`src/rtl/pc_pkg.sv`:
```
// Op encodings shared between the program counter and the control unit that drives it.
// Also holds the packed error-flag record used by pc_unit.
package pc_pkg;

    localparam int OP_W = 3;

    localparam logic [OP_W-1:0] OP_INC    = 3'b000;
    localparam logic [OP_W-1:0] OP_JUMP   = 3'b001;
    localparam logic [OP_W-1:0] OP_BRANCH = 3'b010;
    localparam logic [OP_W-1:0] OP_CALL   = 3'b011;
    localparam logic [OP_W-1:0] OP_RET    = 3'b100;
    localparam logic [OP_W-1:0] OP_HOLD   = 3'b101;

    // 3'b110 and 3'b111 are reserved; the PC treats them as OP_INC.
    localparam logic [OP_W-1:0] OP_RSVD0  = 3'b110;
    localparam logic [OP_W-1:0] OP_RSVD1  = 3'b111;

    typedef struct packed {
        logic ovf;
        logic unf;
    } pc_err_t;

endpackage : pc_pkg

```
`src/rtl/pc_stack.sv`:
```
// Return-address LIFO for pc_unit. dout_o always shows the top entry from registered
// state, so a pop in the cycle right after a push returns the value just pushed.
module pc_stack #(
    parameter int DEPTH = 4,
    parameter int W     = 8
) (
    input  logic                       clk_i,
    input  logic                       rst_ni,
    input  logic                       push_i,
    input  logic                       pop_i,
    input  logic [W-1:0]               din_i,
    output logic [W-1:0]               dout_o,
    output logic [$clog2(DEPTH+1)-1:0] count_o,
    output logic                       full_o,
    output logic                       empty_o
);

    localparam int CW = $clog2(DEPTH + 1);
    localparam int IW = (DEPTH > 1) ? $clog2(DEPTH) : 1;

    logic [W-1:0]  entry_q [DEPTH];
    logic [CW-1:0] count_q;
    logic [CW-1:0] count_d;
    logic [CW-1:0] top_cnt;
    logic [IW-1:0] top_idx;
    logic [IW-1:0] wr_idx;
    logic          do_push;
    logic          do_pop;

    assign full_o  = (count_q == CW'(DEPTH));
    assign empty_o = (count_q == '0);

    // A push while full is only accepted when a pop frees the top slot in the same cycle.
    assign do_pop  = pop_i && !empty_o;
    assign do_push = push_i && (!full_o || do_pop);

    assign top_cnt = count_q - CW'(1);
    assign top_idx = top_cnt[IW-1:0];
    assign wr_idx  = do_pop ? top_idx : count_q[IW-1:0];

    always_comb begin
        count_d = count_q;
        if (do_push && !do_pop) begin
            count_d = count_q + CW'(1);
        end else if (do_pop && !do_push) begin
            count_d = count_q - CW'(1);
        end
    end

    always_ff @(posedge clk_i or negedge rst_ni) begin
        if (!rst_ni) begin
            count_q <= '0;
        end else begin
            count_q <= count_d;
        end
    end

    // Entry contents are don't-care after reset, so the array carries no reset.
    always_ff @(posedge clk_i) begin
        if (do_push) begin
            entry_q[wr_idx] <= din_i;
        end
    end

    assign dout_o  = empty_o ? '0 : entry_q[top_idx];
    assign count_o = count_q;

endmodule : pc_stack

```
`src/rtl/pc_unit.sv`:
```
// Program counter with internal next-address computation: increment, jump, relative
// branch, call/return via a return-address stack, stall, and sticky stack error flags.
module pc_unit
    import pc_pkg::*;
#(
    parameter int                 ADDR_W      = 8,
    parameter int                 STACK_DEPTH = 4,
    parameter logic [ADDR_W-1:0]  RESET_ADDR  = '0
) (
    input  logic                             clock,
    input  logic                             reset,
    input  logic                             enable,
    input  logic [OP_W-1:0]                  op,
    input  logic [ADDR_W-1:0]                target,
    input  logic [ADDR_W-1:0]                offset,
    input  logic                             clear_err,
    output logic [ADDR_W-1:0]                current_address,
    output logic [$clog2(STACK_DEPTH+1)-1:0] stack_count,
    output logic                             overflow,
    output logic                             underflow
);

    localparam int CW = $clog2(STACK_DEPTH + 1);

    logic [ADDR_W-1:0] pc_q;
    logic [ADDR_W-1:0] pc_d;
    logic [ADDR_W-1:0] pc_inc;
    logic [ADDR_W-1:0] pc_branch;
    pc_err_t           err_q;
    pc_err_t           err_d;

    logic              stk_push;
    logic              stk_pop;
    logic [ADDR_W-1:0] stk_dout;
    logic [CW-1:0]     stk_count;
    logic              stk_full;
    logic              stk_empty;

    // Both sums wrap modulo 2^ADDR_W; a two's-complement offset needs no sign extension.
    assign pc_inc    = pc_q + ADDR_W'(1);
    assign pc_branch = pc_q + offset;

    always_comb begin
        pc_d     = pc_q;
        err_d    = err_q;
        stk_push = 1'b0;
        stk_pop  = 1'b0;
        if (enable) begin
            if (clear_err) begin
                err_d = '0;
            end
            // Errors are assigned after the clear so a same-cycle error keeps its flag set.
            case (op)
                OP_JUMP: begin
                    pc_d = target;
                end
                OP_BRANCH: begin
                    pc_d = pc_branch;
                end
                OP_CALL: begin
                    pc_d = target;
                    if (stk_full) begin
                        err_d.ovf = 1'b1;
                    end else begin
                        stk_push = 1'b1;
                    end
                end
                OP_RET: begin
                    if (stk_empty) begin
                        pc_d      = pc_inc;
                        err_d.unf = 1'b1;
                    end else begin
                        pc_d    = stk_dout;
                        stk_pop = 1'b1;
                    end
                end
                OP_HOLD: begin
                    pc_d = pc_q;
                end
                default: begin
                    pc_d = pc_inc;
                end
            endcase
        end
    end

    always_ff @(posedge clock or negedge reset) begin
        if (!reset) begin
            pc_q  <= RESET_ADDR;
            err_q <= '0;
        end else begin
            pc_q  <= pc_d;
            err_q <= err_d;
        end
    end

    pc_stack #(
        .DEPTH (STACK_DEPTH),
        .W     (ADDR_W)
    ) u_stack (
        .clk_i   (clock),
        .rst_ni  (reset),
        .push_i  (stk_push),
        .pop_i   (stk_pop),
        .din_i   (pc_inc),
        .dout_o  (stk_dout),
        .count_o (stk_count),
        .full_o  (stk_full),
        .empty_o (stk_empty)
    );

    assign current_address = pc_q;
    assign stack_count     = stk_count;
    assign overflow        = err_q.ovf;
    assign underflow       = err_q.unf;

endmodule : pc_unit

```
`config.mk`:
```
export PLATFORM = sky130hd
export DESIGN_NAME = pc_unit
export DESIGN_NICKNAME = d
export VERILOG_FILES = /design/src/rtl/pc_pkg.sv /design/src/rtl/pc_stack.sv /design/src/rtl/pc_unit.sv
export SDC_FILE = /design/constraint.sdc
export NUM_CORES = 1
export LEC_CHECK = 0
export ABC_CLOCK_PERIOD_IN_PS = 2820
export BUFFER_PORTS_ARGS = -buffer_cell sky130_fd_sc_hd__buf_2
export CAP_MARGIN = 10
export CORE_UTILIZATION = 40
export DETAILED_ROUTE_END_ITERATION = 6
export GPL_TIMING_DRIVEN = 1
export PLACE_DENSITY = 0.68
export SLEW_MARGIN = 10
export SYNTH_ARGS = -nofsm -noshare
export SYNTH_HDL_FRONTEND = slang
export SYNTH_HIERARCHICAL = 1
export SYNTH_SLANG_ARGS = --single-unit
```
`constraint.sdc`:
```
create_clock -name clock -period 2.82 [get_ports clock]
set_input_delay 0.423 -clock clock [delete_from_list [all_inputs] [get_ports clock]]
set_output_delay 0.423 -clock clock [all_outputs]
set_load 0.02 [all_outputs]
```
Word level (Yosys, flattened, before mapping):

Memory sizes are Yosys's and may differ from the RTL's.
Cells that the tools add are included.
W data, S select, Z words.

* bits in registers: 13
* bits in writable memories: 32
* input port bits: 23
* output and inout port bits: 13
* word-level logic and storage cells: 47
* memories kept: 1

Memories
* u_stack.entry_q: depth 4, width 8, rd ports 1, clocked after memory_dff 0, write ports 1, line pc_stack.sv:21 `logic [W-1:0] entry_q [DEPTH];`

* $add $sub $neg: 4
* eq/ne operators: 6
* mux-type cells: 18
* bitwise operators: 1
* reductions and logical operators: 13

Operators by type and width (count)
* $pmux W8 S4: 1
* $mux W1: 12
* $eq A3 B3 Y1 const B: 3
* $add A8 B1 Y8 const B: 1
* $add A8 B8 Y8: 1
* $mux W8: 1
* $eq A3 B2 Y1 const B: 2
* $mux W3: 2
* $logic_and A1 B1 Y1: 4
* $logic_not A1 Y1: 4
* $mux W2: 2
* $add A3 B1 Y3 const B: 1
* $eq A3 B1 Y1 const B: 1
* $logic_not A3 Y1: 1
* $sub A3 B1 Y3 const B: 1
* $reduce_and A2 Y1: 1
* $reduce_bool A2 Y1: 1
* $reduce_or A2 Y1: 1
* $logic_or A1 B1 Y1: 1
* $not A1 Y1: 1

Depth between registers and ports, before layout:

* word-level depth: 11
* mapped depth: 13
* depth with buffers taken out: 12

By module:

Netlist, hierarchy kept.

By module, submodules not included
* pc_stack: instances 1, cells each 86, area each 1516.5 µm², seq. area each 1036.0 µm²
* pc_unit: instances 1, cells each 129, area each 1079.8 µm², seq. area each 250.2 µm²

Worst setup path before layout:

OpenSTA, ideal clock, no wires.

* path kind: reg2reg
* start point: reg u_stack.count_q[0], in the netlist u_stack/count_o[0]
* end point: mem u_stack.entry_q[2][0], enable pin
* library setup time: 375 ps
* arrival time: 2814 ps
* data required time: 2445 ps
* path slack: -370 ps
* cell stages (with the launch flop): 11
* path buffers: 1
* period minus slack after synthesis: 3190 ps
* path through: dfrtp_1 > buf_6 > inv_1 > ha_1 > nand2b_1 > inv_1 > nor4b_4 > and2_2 > inv_1 > or3_1 > a21oi_1

* cells in the longest elaborated chain, start to end: 9
* elaborated cells between the ends (all ways): 17
* classes of those cells: add/sub (1); eq/ne (1); mux (9); reduce/logical (6)

RTL lines
* start, declared: line pc_stack.sv:22 `logic [CW-1:0] count_q;`
* start signal, assigned: line pc_stack.sv:54 `count_q <= count_d;`
* $logic_not A3 Y1 *: line pc_stack.sv:31 `assign empty_o = (count_q == '0);`
* net stk_empty: line pc_unit.sv:37 `logic stk_empty;`
* $mux W1 *: line pc_unit.sv:69 `if (stk_empty) begin`
* $mux W1 *: line pc_unit.sv:53 `case (op)`
* $mux W1 *: line pc_unit.sv:48 `if (enable) begin`
* net stk_pop: line pc_unit.sv:33 `logic stk_pop;`
* $logic_and A1 B1 Y1 *: line pc_stack.sv:34 `assign do_pop = pop_i && !empty_o;`
* $logic_or A1 B1 Y1: line pc_stack.sv:35 `assign do_push = push_i && (!full_o || do_pop);`
* $logic_and A1 B1 Y1: line pc_stack.sv:35
* $mux W1: line pc_stack.sv:60 `if (do_push) begin`
* $mux W1 (not written as such): line pc_stack.sv:61 `entry_q[wr_idx] <= din_i;`
* end, declared: line pc_stack.sv:21

Mark *: on every way through the listed nets, which the timed path passes. The rest lies on a longest branch.

Worst setup path in the final report:

* start point: reg u_stack.count_q[1], in the netlist u_stack/count_o[1]
* end point: mem u_stack.entry_q[3][5], enable pin

The elaborated chain is that of the path after synthesis.

==> results by group <==
Logic synthesis
  • Synthesis-stage register bit count: between 40 and 50
  • Synth async-reset ratio: just under 30%
  • Main area contributors after synthesis: edfxtp_1, dfrtp_1, ha_1
  • Synthesized area: 2600 um^2
  • Synth area leader: edfxtp_1
  • Distinct cell type count after synthesis: 46
  • Syn Nets: roughly 250
  • Post-synth EDFFs: 32
  • Post-Synthesis Cells: roughly 220
  • Synth Flop Type: edfxtp_1
  • Top cell type's share of synthesized area: 37.0%
  • Syn_area_per_cell: between 10 and 15 um^2
  • Sequential-to-total area share from yosys stat: around half
  • Synth warnings: 6

Routing
  • WL final: between 5 and 6 mm
  • Initial drt markers: 146
  • Antenna viol nets, final: 0
  • Post-route DRC: 0
  • Vias: 1,879
  • Via/cell ratio: between 5 and 6
  • Wire per inst: 16.7 um
  • Pre-antenna DRT Iters: 4

Power and ir drop
  • P per Cell Area: approximately 900 nW/um^2
  • Worst VDD drop: 524 uV
  • Lkg Pwr: around 1.2 nW

Clock network
  • CTS tree: done
  • CTS-repair resized insts: 0
  • # H-tree levels: 2
  • Latest clock arrival within the worst-skew pair: between 0.3 and 0.4 ns
  • Post-CTS Setup Repair Bufs: 0
  • Clock Sinks: 45
  • Root Buffer: clkbuf_8
  • CTS Buf Count: 5
  • Clock transition at the registers of the reported paths: about 0.090 ns
  • Clock Path Buffers: 2

Min path
  • Hold Path Class: input pin to register
  • Hold path startpoint: clear_err
  • WHS Path Cells: 4
  • End of the worst hold path: overflow$_DFFE_PN0P_

Timing
  • Final worst slack: between 0.2 and 0.3 ns
  • Post-layout minimum cycle time: approximately 2.5 ns
  • Fmax: between 300 and 400 MHz
  • Final setup fails: 0
  • Setup Skew: 0.00984 ns
  • Max-slew violations: 0
  • RSZ-0062 raised after global routing: no
  • Tcrit/Tclk final: between 80% and 90%
  • Setup TNS: 0 ns
  • Hold Violations, Final: 0
  • Worst-margin pin slew: between 0.6 and 0.7 ns
  • Min Hold Slack: just over 0.4 ns
  • Relative slew margins: roughly three fifths

GRT
  • Global route overflow: 0
  • Global Route Usage Sum: a little under a fifth
  • Pin count of the biggest net entering global routing: 17
  • Initial antenna violation count: 0
  • Vias in the first global route: approximately 1.8k
  • First-pass GRT wire length: 8.96 mm

Floorplanning
  • Initial core utilization: a little over two fifths
  • DIE HEIGHT: between 80 and 90 um
  • Die area: about 6800 um^2
  • Core box area: between 6000 and 7000 um^2
  • FP Rows: 28
  • I/O pins: 36
  • Die width: 82.6 um

Cells and area
  • Share of layout cells above drive strength 1: 26.4%
  • Area of the multi-input gates: approximately 1300 um^2
  • Finished layout cell area: 3030 um^2
  • Antenna fix cells: 0
  • Nets: 293
  • Fillers: approximately 560
  • Register area: between 1000 and 1500 um^2
  • Area growth, synth to finish: 16.7%
  • Fin cells: around 330

Status
  • Status: finished clean

Placed design
  • Dpl cell area: between 2000 and 3000 um^2
  • Last weighted congestion value of the routability-driven placer: approximately 0.83
  • Pre-CTS setup slack: approximately 0.28 ns
  • Final HPWL DP: 4.15 mm
  • Port buffer count: 35
  • Placed cells: around 320

Setup path
  • R2r endpoint: u_stack/entry_q[3][5]$_DFFE_PP_
  • Critical R2R Launch: u_stack/count_o[1]$_DFFE_PN0P_
  • Worst reg-to-reg path cell count: 9
  • WS Path Type: register to register
  • Max FO, Critical Path: 13
  • Arr. time, crit path: 2.52 ns
  • Worst Path Required: ~2.8 ns
  • CP endpoint kind: register
  • CP startpoint kind: register
  • R2r setup slk: between 0.2 and 0.3 ns

Run
  • Maxcap violations: 0
[cell usage in the layout, fill, tap and decap left out, types with 4 or more instances in the layout]
master and count:
nor2b_1 5, xnor2_1 9, inv_1 9, mux4_2 6, nor2_1 9, ha_1 11
nand2_1 17, xor2_1 5, a21oi_1 9, dfrtp_1 12, o21ai_0 9, a221oi_1 6
and2_1 9, nand3_1 9, a32oi_1 4, edfxtp_1 32, clkbuf_8 5, buf_4 5
buf_2 35
[area by class of cell]
cell class | instances | share of cell area, %
Multi-Input combinational cell | 154 | 42.0
Timing Repair Buffer | 41 | 7.35
Tap cell | 75 | 3.10
Clock buffer | 5 | 2.27
Inverter | 10 | 1.24
Clock inverter | 3 | 1.57
Sequential cell | 45 | 42.5
[cells by family (layout without fill, tap and decap cells)]
family,count (synthesis),in the layout,synth area share [%]
AOI/OAI and AO/OA,49,49,13.1
xor gates and xnor gates,14,14,4.72
adders and majority gates,13,13,6.55
buffers and inverters,16,59,2.99
DFF,45,45,49.5
muxes,10,10,8.00
and+or+nand+nor,68,68,15.1
[metal layers]
layer / global-route usage, % / wire [um]
met4: 6.72 / 87
met1: 25.9 / 2700
met3: 3.85 / 321
met5: 0 / 0
met2: 28.2 / 2450
[metrics by stage]
stage / total power, W / utilization (%)
6_report: 0.00265 / 49.7
5_1_grt: 0.00283 / 49.7
4_1_cts: 0.00268 / 49.7
3_5_place_dp: 0.00215 / 47.6
3_3_place_gp: 0.00214 / 47.6
2_1_floorplan: 0.00185 / -
[worst max-delay path, cell delays in order, from the launching register on]
cell	delay, ns
dfrtp_1	0.40
inv_1	0.10
ha_2	0.21
nand2b_4	0.14
inv_2	0.10
nor4b_4	0.27
and2_4	0.21
inv_1	0.08
or3_4	0.40
a21oi_4	0.30
[worst max path at each step]
stage / startpoint / end
global placement: u_stack/count_o[1]$_DFFE_PN0P_ / u_stack/entry_q[3][0]$_DFFE_PP_
finish: u_stack/count_o[1]$_DFFE_PN0P_ / u_stack/entry_q[3][5]$_DFFE_PP_
detailed placement: u_stack/count_o[1]$_DFFE_PN0P_ / u_stack/entry_q[3][0]$_DFFE_PP_
CTS: u_stack/count_o[1]$_DFFE_PN0P_ / u_stack/entry_q[3][5]$_DFFE_PP_
floorplan: u_stack/count_o[0]$_DFFE_PN0P_ / u_stack/entry_q[0][0]$_DFFE_PP_
global route: u_stack/count_o[1]$_DFFE_PN0P_ / u_stack/count_o[2]$_DFFE_PN0P_
[cell usage after synthesis, types with 6 or more instances]
| master | n |
|---|---|
| xnor2_1 | 9 |
| o21ai_0 | 9 |
| a21oi_1 | 11 |
| inv_1 | 10 |
| mux4_2 | 6 |
| a221oi_1 | 6 |
| and2_1 | 9 |
| nand2_1 | 17 |
| edfxtp_1 | 32 |
| dfrtp_1 | 13 |
| nor2_1 | 9 |
| nand3_1 | 9 |
| ha_1 | 12 |
[where the power goes]
| group | internal (W) | switching (W) |
|---|---|---|
| clock network | 0.000270 | 0.000243 |
| registers | 0.000849 | 0.0000959 |
| logic | 0.000527 | 0.000666 |
| total | 0.00165 | 0.00100 |
[sequential cells by signal (all words and copies together), names as in the netlist]
signal           cells
u_stack/entry_q     32
overflow             1
u_stack/count_o      3
underflow            1
current_address      8
[repair_timing]
item | 4_1_cts | 5_1_grt
hold buffers | 1 | 0
hold endpoints to repair | 1 | 0
endpoints found under the setup margin | 0 | 0
Note: power is estimated with default switching activity, not from simulation.
